===== src/rtl/dcache_pkg.sv =====
// Shared data-cache geometry and address slicing helpers.
// Used by the tag controller and the data-RAM controller.
package dcache_pkg;

  localparam int unsigned ADDR_WIDTH   = 32;
  localparam int unsigned INDEX_WIDTH  = 9;
  localparam int unsigned OFFSET_WIDTH = 3;
  localparam int unsigned TAG_WIDTH    = ADDR_WIDTH - INDEX_WIDTH - OFFSET_WIDTH;
  localparam int unsigned WORD_WIDTH   = TAG_WIDTH + 1;
  localparam int unsigned DEPTH        = 2 ** INDEX_WIDTH;

  typedef logic [ADDR_WIDTH-1:0]  addr_t;
  typedef logic [INDEX_WIDTH-1:0] index_t;
  typedef logic [TAG_WIDTH-1:0]   tag_t;

  // Tag RAM word layout: valid in the MSB, tag below it.
  typedef struct packed {
    logic valid;
    tag_t tag;
  } tag_word_t;

  typedef enum logic {
    SWEEP = 1'b0,
    RUN   = 1'b1
  } state_e;

  function automatic index_t addr_index(input addr_t addr);
    return addr[OFFSET_WIDTH +: INDEX_WIDTH];
  endfunction

  function automatic tag_t addr_tag(input addr_t addr);
    return addr[ADDR_WIDTH-1 -: TAG_WIDTH];
  endfunction

endpackage


===== src/rtl/dcache_tag_ctrl_if.sv =====
// Lookup and tag-update channels between the D-side bus logic and the tag controller.
interface dcache_tag_ctrl_if;
  import dcache_pkg::*;

  logic   req_valid;
  logic   req_ready;
  addr_t  req_addr;
  logic   resp_valid;
  logic   resp_hit;
  index_t resp_index;
  logic   upd_valid;
  logic   upd_ready;
  logic   upd_inv;
  addr_t  upd_addr;

  modport master (
    output req_valid, req_addr, upd_valid, upd_inv, upd_addr,
    input  req_ready, resp_valid, resp_hit, resp_index, upd_ready
  );

  modport slave (
    input  req_valid, req_addr, upd_valid, upd_inv, upd_addr,
    output req_ready, resp_valid, resp_hit, resp_index, upd_ready
  );

endinterface


===== src/rtl/dcache_tag_cmp.sv =====
// Second lookup stage: holds the request tag/index, bypasses a same-cycle
// write to the same set and compares against the selected tag word.
module dcache_tag_cmp
  import dcache_pkg::*;
(
  input  logic      clk,
  input  logic      rst_n,
  input  logic      req_fire,
  input  index_t    req_index,
  input  tag_t      req_tag,
  input  logic      upd_fire,
  input  index_t    upd_index,
  input  tag_word_t upd_word,
  input  tag_word_t rd_word,
  output logic      resp_valid,
  output logic      resp_hit,
  output index_t    resp_index
);

  tag_t      tag_q;
  logic      fwd_q;
  tag_word_t fwd_word_q;
  tag_word_t cmp_word;

  always_ff @(posedge clk or negedge rst_n) begin
    if (!rst_n) begin
      resp_valid <= 1'b0;
      resp_index <= '0;
      tag_q      <= '0;
      fwd_q      <= 1'b0;
      fwd_word_q <= '0;
    end else begin
      resp_valid <= req_fire;
      if (req_fire) begin
        resp_index <= req_index;
        tag_q      <= req_tag;
        fwd_q      <= upd_fire && (upd_index == req_index);
        fwd_word_q <= upd_word;
      end
    end
  end

  // RAM returns pre-write data on a same-cycle collision, so take the written word instead.
  always_comb begin
    cmp_word = fwd_q ? fwd_word_q : rd_word;
    resp_hit = resp_valid & cmp_word.valid & (cmp_word.tag == tag_q);
  end

endmodule


===== src/rtl/dcache_tag_ctrl.sv =====
// Data-cache tag RAM sequencer: post-reset/flush clearing sweep, pipelined
// hit/miss lookups and fill/invalidate writes from the refill engine.
module dcache_tag_ctrl
  import dcache_pkg::*;
(
  input  logic                  clk,
  input  logic                  rst_n,
  dcache_tag_ctrl_if.slave      bus,
  input  logic                  flush_req,
  output logic                  busy,
  output logic                  flush_done,
  output logic                  tag_wr_en,
  output index_t                tag_wr_addr,
  output logic [WORD_WIDTH-1:0] tag_wr_data,
  output index_t                tag_rd_addr,
  input  logic [WORD_WIDTH-1:0] tag_rd_data,
  output logic                  tag_wr_rst_c,
  output logic                  tag_rd_rst_c
);

  state_e    state_q, state_d;
  index_t    sweep_cnt_q, sweep_cnt_d;
  logic      flush_done_d;
  index_t    rd_addr_q;
  logic      req_fire;
  logic      upd_fire;
  tag_word_t upd_word;

  assign tag_wr_rst_c = ~rst_n;
  assign tag_rd_rst_c = ~rst_n;

  assign busy          = (state_q == SWEEP);
  assign bus.req_ready = ~busy;
  assign bus.upd_ready = ~busy;
  assign req_fire      = bus.req_valid & ~busy;
  assign upd_fire      = bus.upd_valid & ~busy;

  always_comb begin
    upd_word = '0;
    if (!bus.upd_inv) begin
      upd_word.valid = 1'b1;
      upd_word.tag   = addr_tag(bus.upd_addr);
    end
  end

  always_ff @(posedge clk or negedge rst_n) begin
    if (!rst_n) begin
      state_q     <= SWEEP;
      sweep_cnt_q <= '0;
      flush_done  <= 1'b0;
      rd_addr_q   <= '0;
    end else begin
      state_q     <= state_d;
      sweep_cnt_q <= sweep_cnt_d;
      flush_done  <= flush_done_d;
      rd_addr_q   <= tag_rd_addr;
    end
  end

  // Next state and tag RAM write port mux: sweep owns the port while clearing.
  always_comb begin
    state_d      = state_q;
    sweep_cnt_d  = sweep_cnt_q;
    flush_done_d = 1'b0;
    tag_wr_en    = 1'b0;
    tag_wr_addr  = addr_index(bus.upd_addr);
    tag_wr_data  = upd_word;
    case (state_q)
      SWEEP: begin
        // Gated by rst_n so no write leaks out while the RAM is held in reset.
        tag_wr_en   = rst_n;
        tag_wr_addr = sweep_cnt_q;
        tag_wr_data = '0;
        sweep_cnt_d = sweep_cnt_q + index_t'(1);
        if (sweep_cnt_q == index_t'(DEPTH - 1)) begin
          state_d      = RUN;
          flush_done_d = 1'b1;
        end
      end
      RUN: begin
        tag_wr_en = bus.upd_valid;
        if (flush_req) begin
          state_d     = SWEEP;
          sweep_cnt_d = '0;
        end
      end
      default: state_d = SWEEP;
    endcase
  end

  // Read address follows the accepted lookup and holds otherwise.
  assign tag_rd_addr = req_fire ? addr_index(bus.req_addr) : rd_addr_q;

  dcache_tag_cmp u_cmp (
    .clk        (clk),
    .rst_n      (rst_n),
    .req_fire   (req_fire),
    .req_index  (addr_index(bus.req_addr)),
    .req_tag    (addr_tag(bus.req_addr)),
    .upd_fire   (upd_fire),
    .upd_index  (addr_index(bus.upd_addr)),
    .upd_word   (upd_word),
    .rd_word    (tag_word_t'(tag_rd_data)),
    .resp_valid (bus.resp_valid),
    .resp_hit   (bus.resp_hit),
    .resp_index (bus.resp_index)
  );

endmodule


===== src/flat_wrapper.sv =====
// flat-port wrapper written by rule: the top's interface ports become plain ports
module dcache_tag_ctrl_flat import dcache_pkg::*;
  (clk, rst_n, flush_req, busy, flush_done, tag_wr_en, tag_wr_addr, tag_wr_data, tag_rd_addr, tag_rd_data, tag_wr_rst_c, tag_rd_rst_c, bus_req_valid, bus_req_addr, bus_upd_valid, bus_upd_inv, bus_upd_addr, bus_req_ready, bus_resp_valid, bus_resp_hit, bus_resp_index, bus_upd_ready);
  dcache_tag_ctrl_if bus_i ();
  input  logic clk;
  input  logic rst_n;
  input  logic flush_req;
  output logic busy;
  output logic flush_done;
  output logic tag_wr_en;
  output index_t tag_wr_addr;
  output logic [WORD_WIDTH-1:0] tag_wr_data;
  output index_t tag_rd_addr;
  input  logic [WORD_WIDTH-1:0] tag_rd_data;
  output logic tag_wr_rst_c;
  output logic tag_rd_rst_c;
  input wire logic [$bits(bus_i.req_valid)-1:0] bus_req_valid;
  input wire logic [$bits(bus_i.req_addr)-1:0] bus_req_addr;
  input wire logic [$bits(bus_i.upd_valid)-1:0] bus_upd_valid;
  input wire logic [$bits(bus_i.upd_inv)-1:0] bus_upd_inv;
  input wire logic [$bits(bus_i.upd_addr)-1:0] bus_upd_addr;
  output wire logic [$bits(bus_i.req_ready)-1:0] bus_req_ready;
  output wire logic [$bits(bus_i.resp_valid)-1:0] bus_resp_valid;
  output wire logic [$bits(bus_i.resp_hit)-1:0] bus_resp_hit;
  output wire logic [$bits(bus_i.resp_index)-1:0] bus_resp_index;
  output wire logic [$bits(bus_i.upd_ready)-1:0] bus_upd_ready;
  assign bus_i.req_valid = bus_req_valid;
  assign bus_i.req_addr = bus_req_addr;
  assign bus_i.upd_valid = bus_upd_valid;
  assign bus_i.upd_inv = bus_upd_inv;
  assign bus_i.upd_addr = bus_upd_addr;
  assign bus_req_ready = bus_i.req_ready;
  assign bus_resp_valid = bus_i.resp_valid;
  assign bus_resp_hit = bus_i.resp_hit;
  assign bus_resp_index = bus_i.resp_index;
  assign bus_upd_ready = bus_i.upd_ready;
  dcache_tag_ctrl u_core (.clk(clk), .rst_n(rst_n), .bus(bus_i), .flush_req(flush_req), .busy(busy), .flush_done(flush_done), .tag_wr_en(tag_wr_en), .tag_wr_addr(tag_wr_addr), .tag_wr_data(tag_wr_data), .tag_rd_addr(tag_rd_addr), .tag_rd_data(tag_rd_data), .tag_wr_rst_c(tag_wr_rst_c), .tag_rd_rst_c(tag_rd_rst_c));
endmodule

===== config.mk =====
export PLATFORM = sky130hd
export DESIGN_NAME = dcache_tag_ctrl_flat
export DESIGN_NICKNAME = d
export VERILOG_FILES = /design/src/rtl/dcache_pkg.sv /design/src/rtl/dcache_tag_ctrl_if.sv /design/src/rtl/dcache_tag_cmp.sv /design/src/rtl/dcache_tag_ctrl.sv /design/src/flat_wrapper.sv
export SDC_FILE = /design/constraint.sdc
export NUM_CORES = 1
export LEC_CHECK = 0
export CORE_MARGIN = 3
export CORE_UTILIZATION = 43
export CTS_CLUSTER_DIAMETER = 50
export DETAILED_ROUTE_END_ITERATION = 10
export PLACE_DENSITY = 0.79
export SLEW_MARGIN = 40
export SYNTH_ARGS = -nofsm -noshare
export SYNTH_HDL_FRONTEND = slang
export SYNTH_SLANG_ARGS = --single-unit

===== constraint.sdc =====
create_clock -name clk -period 2.5 [get_ports clk]
set_input_delay 0.5 -clock clk [delete_from_list [all_inputs] [get_ports clk]]
set_output_delay 0.5 -clock clk [all_outputs]
set_load 0.005 [all_outputs]

# Word level (Yosys, flattened, before mapping)
# Cells that the tools add are included.
[op_classes]
add_sub_neg = 1
n_eq_ne = 4
mux = 12
bitwise = 6
reduce_logical = 1
[op_table]
columns = ["cell", "count"]
rows = [
  ["21-bit two-way mux", 3],
  ["9-bit two-way mux", 3],
  ["20-bit equality test", 1],
  ["9-bit one-hot mux with 2 select lines", 1],
  ["9-bit by 1-bit adder with 9-bit output (second input constant)", 1],
  ["9-bit equality test", 1],
  ["9-bit equality test (second input constant)", 1],
  ["1-bit AND", 4],
  ["1-bit one-hot mux with 2 select lines", 2],
  ["1-bit two-way mux", 3],
  ["2-bit inequality test (second input constant)", 1],
  ["1-bit inverter", 2],
  ["1-bit logical AND", 1],
]
[word_totals]
regBits = 72
input_bits = 91
output_inout_bits = 57
elab_cells = 34

# Depth between registers and ports, before layout
[depth]
ltp_word = 3
ltp_mapped = 7
mapped_depth_nobuf = 6

# Hierarchy
# A second synthesis with hierarchy kept.
[unflattened]
hier_cells = 313
hier_area_um2 = 3806.2
[by_module_without_submodules]
columns = ["module", "n_inst", "cells_per_inst", "area_each_um2", "seq_area_each_um2"]
rows = [
  ["dcache_tag_cmp", 1, 173, 2479.9, 1301.2],
  ["dcache_tag_ctrl", 1, 140, 1326.3, 500.5],
]

# Least setup slack after synthesis
# Ideal clock, no wire load.
[synth_timing]
path_kind = "register -> output"
start = "register u_core.u_cmp.fwd_q"
end = "output port bus_resp_hit"
t_arrival_ns = 1.494
required_time_ns = 2.000
path_slack_ns = 0.506
stages_incl_launch_ff = 8
path_buffers = 2
path_cell_list = "dfrtp_1 buf_6 buf_6 mux2i_1 xnor2_1 nor4_1 nand4_1 nor4_2"
[synth_between]
elab_chain_cells = 3
word_cells_on_any_way = 4
classes_between = "eq/ne (1); mux (1); bitwise (2)"
[synth_rtl]
columns = ["item", "line", "source"]
rows = [
  ["start, declared", "dcache_tag_cmp.sv:21", "logic fwd_q;"],
  ["start signal, assigned", "dcache_tag_cmp.sv:37", "fwd_q <= upd_fire && (upd_index == req_index);"],
  ["21-bit two-way mux (*)", "dcache_tag_cmp.sv:45", "cmp_word = fwd_q ? fwd_word_q : rd_word;"],
  ["20-bit equality test / 1-bit AND (equally long branches)", "dcache_tag_cmp.sv:46", "resp_hit = resp_valid & cmp_word.valid & (cmp_word.tag == tag_q);"],
  ["1-bit AND (*)", "dcache_tag_cmp.sv:46", ""],
  ["end, declared", "flat_wrapper.sv:24", "output wire logic [$bits(bus_i.resp_hit)-1:0] bus_resp_hit;"],
]
# Every way passes the cells marked *; elsewhere a longest branch is shown, timed or not.

# Worst setup path after layout
# Ends and elaborated chain as after synthesis.

==> impl_metrics.yaml <==
run_status:
  status: "complete, but fails checks"
  violations: "setup timing"
cells_and_area:
  syn_to_final_growth_pct: 52.7
  multi_input_area_mm2: 0.00162
  fin_nets: 606
  fin_cells: 620
  fill_cells: 634
  diodes: 0
  fin_util: 0.685
  seq_area_mm2: 0.00180
  final_area_mm2: 0.00538
  drive_gt1_frac: 0.108
synth:
  ys_ff_latch: 72
  netlist.area_leader.share: 0.512
  muxShareOfSynthArea: 0.0824
  synth_top_family_by_area: "simple AND/OR/NAND/NOR gates"
  yosysTopAreaCell: "dfrtp_1"
  synth.avg_cell_area_um2: 9.78
  synth_edf_count: 0
  synth_flop_cell: "dfrtp_1"
  synthSimpleGateAreaFrac: 0.202
  async_reset_ff_frac: 1.00
  synth_fa_ha_area_frac: 0.00711
  synth_compound_gate_area_share: 0.0764
  synth-xor-area-share: 0.0846
  synth.distinct_cells: 30
  synthCells: 360
  syn_nets: 453
  yosys_warnings: 0
  syn-cell-area_mm2: 0.00352
  ys_top_cells_by_area: "dfrtp_1 51%, nand2_1 12%, mux2i_1 5.7%, xor2_1 5.5%, a22o_1 5.2%"
  ys_seq_area_frac: 0.512
sta:
  clock.fmax_mhz: 373
  grt_setup_unrepaired: "yes"
  setup_ws_ns: -0.180
  fin_crit_sh: 1.07
  drv_slew: 0
  worst_pin_slew_ns: 0.849
  post-route-min-period_ns: 2.68
  setup_viol: 1
  max-slew-margin-rel: 0.434
  skew_ns: 0.00530
  final.setup.tns_ns: -0.180
  hold_viol: 0
  whs_ns: 0.276
routing:
  drc: 0
  routedWlPerCell_um: 16.4
  via_per_inst: 5.02
  vias: 3114
  dr.pass1.iters: 4
  drt_iter0_drc: 174
  ant_nets: 0
  wirelength_um: 10200
worst_setup_path:
  critPathRequiredTime_ns: 2.00
  worst-path-buf-inv: 3
  worst-endpoint-arrival_ns: 2.18
  worstSetupPathType: "flip-flop to output pin"
  r2r_slack_ns: 0.55
  critPathMaxStageDelay_ns: 0.41
  worstSetupStartpointType: "flip-flop"
  cp_max_fo: 4
  path_common_cell: "buf_12"
  end_kind: "output pin"
  critPathTopFamily: "simple AND/OR/NAND/NOR gates"
  path_cells: "buf_12, buf_12, mux2i_2, xnor2_1, nor4_1, nand4_1, nor4_2, buf_2"
  critical-path-slowest-cell: "dfrtp_1"
pwr:
  power_leakage_nw: 2.45
  peakVddDrop_mv: 0.389
  p_per_area_mw_per_mm2: 564
floorplanning:
  dieArea_mm2: 0.00931
  fp.dieH_um: 96.5
  num_rows: 32
  floorplan.die.width_um: 96.5
  initial_core_util: 0.449
  io_pins: 148
  core_area_mm2: 0.00785
clocking:
  cts_inserted_buffers: 9
  cts_sinks: 72
  clkTransAtPathRegs_ns: 0.08
  htree_levels: 3
  clock_latency_ns: 0.34
  cts_root_buf: "clkbuf_8"
  clock_path_buffers: 2
  tritoncts: "built"
grt:
  grt_usage: 0.218
  antenna_found_initial: 0
  grt_overflow_total: 0
  grt_start_max_net_pins: 73
  grt_pass1_wl_um: 15400
  grt_pass1_vias: 3166
placement:
  io_buffers: 141
  place_inst: 600
  place_area_mm2: 0.00514
  gp_congestion: 0.814
  hpwlAfterDp_um: 7340
job:
  max-cap-violations: 0
worst_hold_path:
  hold_path.class: "input pin to async pin"
[cells in the final DEF, fill, tap and decap left out, types with 5 or more instances in the layout]
cell             instances
clkdlybuf4s50_1        138
nand2_1                115
dfrtp_1                 72
xor2_1                  22
and2_1                  21
a22o_1                  21
mux2i_1                 17
buf_4                   16
xnor2_1                 12
clkbuf_8                10
mux2_2                   8
o21ai_0                  6
nand4_1                  6
o22ai_1                  5
[kinds of logic (layout without fill, tap and decap cells)]
| family | count (synthesis) | after routing |
|---|---|---|
| simple gates | 162 | 162 |
| flops | 72 | 72 |
| compound gates | 35 | 35 |
| xor+xnor | 34 | 34 |
| mux | 28 | 28 |
| buf+inv | 27 | 185 |
| fa+ha+maj | 2 | 2 |
[per-layer routing]
metal,share of wire,vias to the layer above,track usage
met5,0,-,0
met4,0.016,0,0.0829
met3,0.094,16,0.0651
met2,0.47,131,0.348
met1,0.42,1469,0.278
li1,-,1498,-
[layout make-up]
class	instances	area share
sequential	72	0.335
clock inverter	5	0.00605
timing repair buffer	164	0.305
inverter	5	0.00349
multi-input combinational	261	0.300
clock buffer	11	0.0263
tap	102	0.0237
[stage by stage]
stage	setup slack, ns	power, mW
CTS	-0.204	3.06
floorplan	0.506	1.77
global route	-0.294	3.20
finish	-0.180	3.04
global placement	-0.584	2.20
detailed placement	-0.479	2.23
[final timing paths]
kind,startpoint,end,cells past startpoint
worst max-delay path,u_core.u_cmp.fwd_q$_DFFE_PN0P_,bus_resp_hit,8
worst min-delay path,rst_n,u_core.u_cmp.resp_index[0]$_DFFE_PN0P_,2
worst max register to register,u_core.bus.req_ready$_DFF_PN0_,u_core.u_cmp.fwd_word_q[6]$_DFFE_PN0P_,5
worst min register to register,u_core.rd_addr_q[6]$_DFF_PN0_,u_core.rd_addr_q[6]$_DFF_PN0_,2
max in group asynchronous,rst_n,u_core.rd_addr_q[8]$_DFF_PN0_,2
min in group clk,u_core.rd_addr_q[6]$_DFF_PN0_,u_core.rd_addr_q[6]$_DFF_PN0_,2
[synth_stat cells, types with 2 or more instances]
cell type,count
xnor2_1,12
o21ai_0,6
nand3_1,4
dfrtp_1,72
xor2_1,22
inv_1,5
mux2_2,8
buf_4,2
mux2i_1,20
clkbuf_1,16
nand2_1,116
a22o_1,21
nor2_1,5
and2_1,21
ha_1,2
buf_6,2
o22ai_1,5
nand4_1,6
nor4_1,4
[repair_timing]
item                                    4_1_cts  5_1_grt
buffers inserted                              3        0
cloned                                        0        1
pin swaps                                     5        2
hold endpoints to repair                      0        0
hold buffers                                  0        0
gates resized for setup                       7        9
endpoints found under the setup margin       10        3
[state kept, by name (all words and copies together) (netlist names)]
name                     cells
u_core.sweep_cnt_q           9
u_core.u_cmp.resp_valid      1
u_core.flush_done            1
u_core.rd_addr_q             9
u_core.bus.req_ready         1
u_core.u_cmp.fwd_q           1
u_core.u_cmp.tag_q          20
u_core.u_cmp.fwd_word_q     21
u_core.u_cmp.resp_index      9
[where the power goes]
group,switching (mW),internal (mW)
combinational,0.271,0.479
clock,0.433,0.386
sequential,0.151,1.32
Note: power is estimated with default switching activity, not from simulation.
==> edit, RTL diff (same flow settings) <==
Change the package constant `OFFSET_WIDTH` from 3 to 6.
--- a/src/rtl/dcache_pkg.sv
+++ b/src/rtl/dcache_pkg.sv
@@ -6,3 +6,3 @@
   localparam int unsigned INDEX_WIDTH  = 9;
-  localparam int unsigned OFFSET_WIDTH = 3;
+  localparam int unsigned OFFSET_WIDTH = 6;
   localparam int unsigned TAG_WIDTH    = ADDR_WIDTH - INDEX_WIDTH - OFFSET_WIDTH;
Interface: changed (resized tag_rd_data and tag_wr_data); port bits go from 148 to 142. No check against the original RTL was run, so the function may have changed too.
==> edit against the unedited design <==
  * Count of clock-buffer cells in the layout shrank 2
  * Setup slack better by 0.21 ns
  * Combinational power shrank 4.3%
  * Routed wire length decreased by 9.0%
  * Die area fell by 8.1%
  * Design area down 7.8%
  * Power is 0.29% higher
  * Synthesized area down 8.7%
  * Synthesized cell count decreased by 8.9%
  * Critical endpoint unchanged
  * Sequential cell count is 6 lower
  * Clock skew is 0.0043 ns higher
  * Maximum frequency up 8.4%
  * Via count fell by 8.6%
==> edit: results <==
detailed_routing:
  wl_um: 9270
  wire_per_inst_um: 16.3
  met3_length_um: 732
  wl_met1_um: 3970
  wl_met2_um: 4500
  initialDrtViolationCount: 133
  firstDrtPassIters: 6
yosys:
  synthCells: 328
  synthDistinctLibCells: 31
  synthTopCellsByArea: "dfrtp_1 51%, nand2_1 12%, mux2i_1 5.3%, xor2_1 5.2%, a22o_1 4.9%"
  syn-num-nets: 418
  ys_top_cells_by_count: "107 x nand2_1, 66 x dfrtp_1, 19 x xor2_1, 18 x a22o_1, 18 x and2_1"
cells_and_area:
  multi_input_cells: 239
  nNonClkInverters: 6
  regArea_sq_um: 1650
  final-nonclk-buf-share_pct: 29.2
  final-clk-cell-share_pct: 4.39
  fillers: 530
  fin_util_pct: 70.6
  drive_above_1_share_pct: 11.6
  top_regs: "u_core.u_cmp.fwd_word_q (18), u_core.u_cmp.tag_q (17)"
  fin_nets: 559
  clockBufferCount: 9
  signal_buffers: 147
  design_area_sq_um: 4960
global_routing:
  grt_pass1_wl_um: 14900
  grt_util_met2_pct: 38.1
  grt_max_degree: 67
  use_met3_pct: 6.42
place:
  post-place-ws_ns: -0.539
  dpl_cell_area_sq_um: 4650
  dp_hpwl_um: 6850
  place_congestion: 0.828
  port_buffers: 129
critical_path:
  cp_slowest_cell: "clkdlybuf4s50_1"
  worst-path-max-fanout: 1
  crit_path_start: "tag_rd_data[3]"
clock_tree:
  cts_resized: 10
  clkSinkCount: 66
  post_cts_buffers: 1
outcome:
  outcome: "complete, no violations"
pwr:
  peakVddDrop_mv: 0.464
  leakage_nw: 2.27
[edit: cells by family (layout without fill, tap and decap cells)]
group           count (synthesis)  in the layout  synth area share, %
flops                          66             66                 51.4
xor+xnor                       31             31                 8.44
buf+inv                        23            169                 3.27
mux                            25             25                 8.09
simple gates                  149            149                 20.5
compound gates                 32             32                 7.55
fa+ha+maj                       2              2                0.778
[edit: path summary, 6_finish.rpt]
kind | to | slack, ns | cells past startpoint
hold reg to reg | u_core.u_cmp.fwd_word_q[17] | 0.47 | 1
setup reg to reg | u_core.u_cmp.fwd_word_q[12] | 0.76 | 5
max in group asynchronous | u_core.u_cmp.fwd_q | 1.75 | 2
min in group clk | u_core.u_cmp.fwd_word_q[17] | 0.47 | 1
setup / recovery | bus_resp_hit | 0.03 | 7
hold / removal | u_core.rd_addr_q[0] | 0.31 | 2
[edit: where the power goes]
group,internal [mW],switching [mW]
clock,0.559,0.410
combinational,0.458,0.260
sequential,1.21,0.145
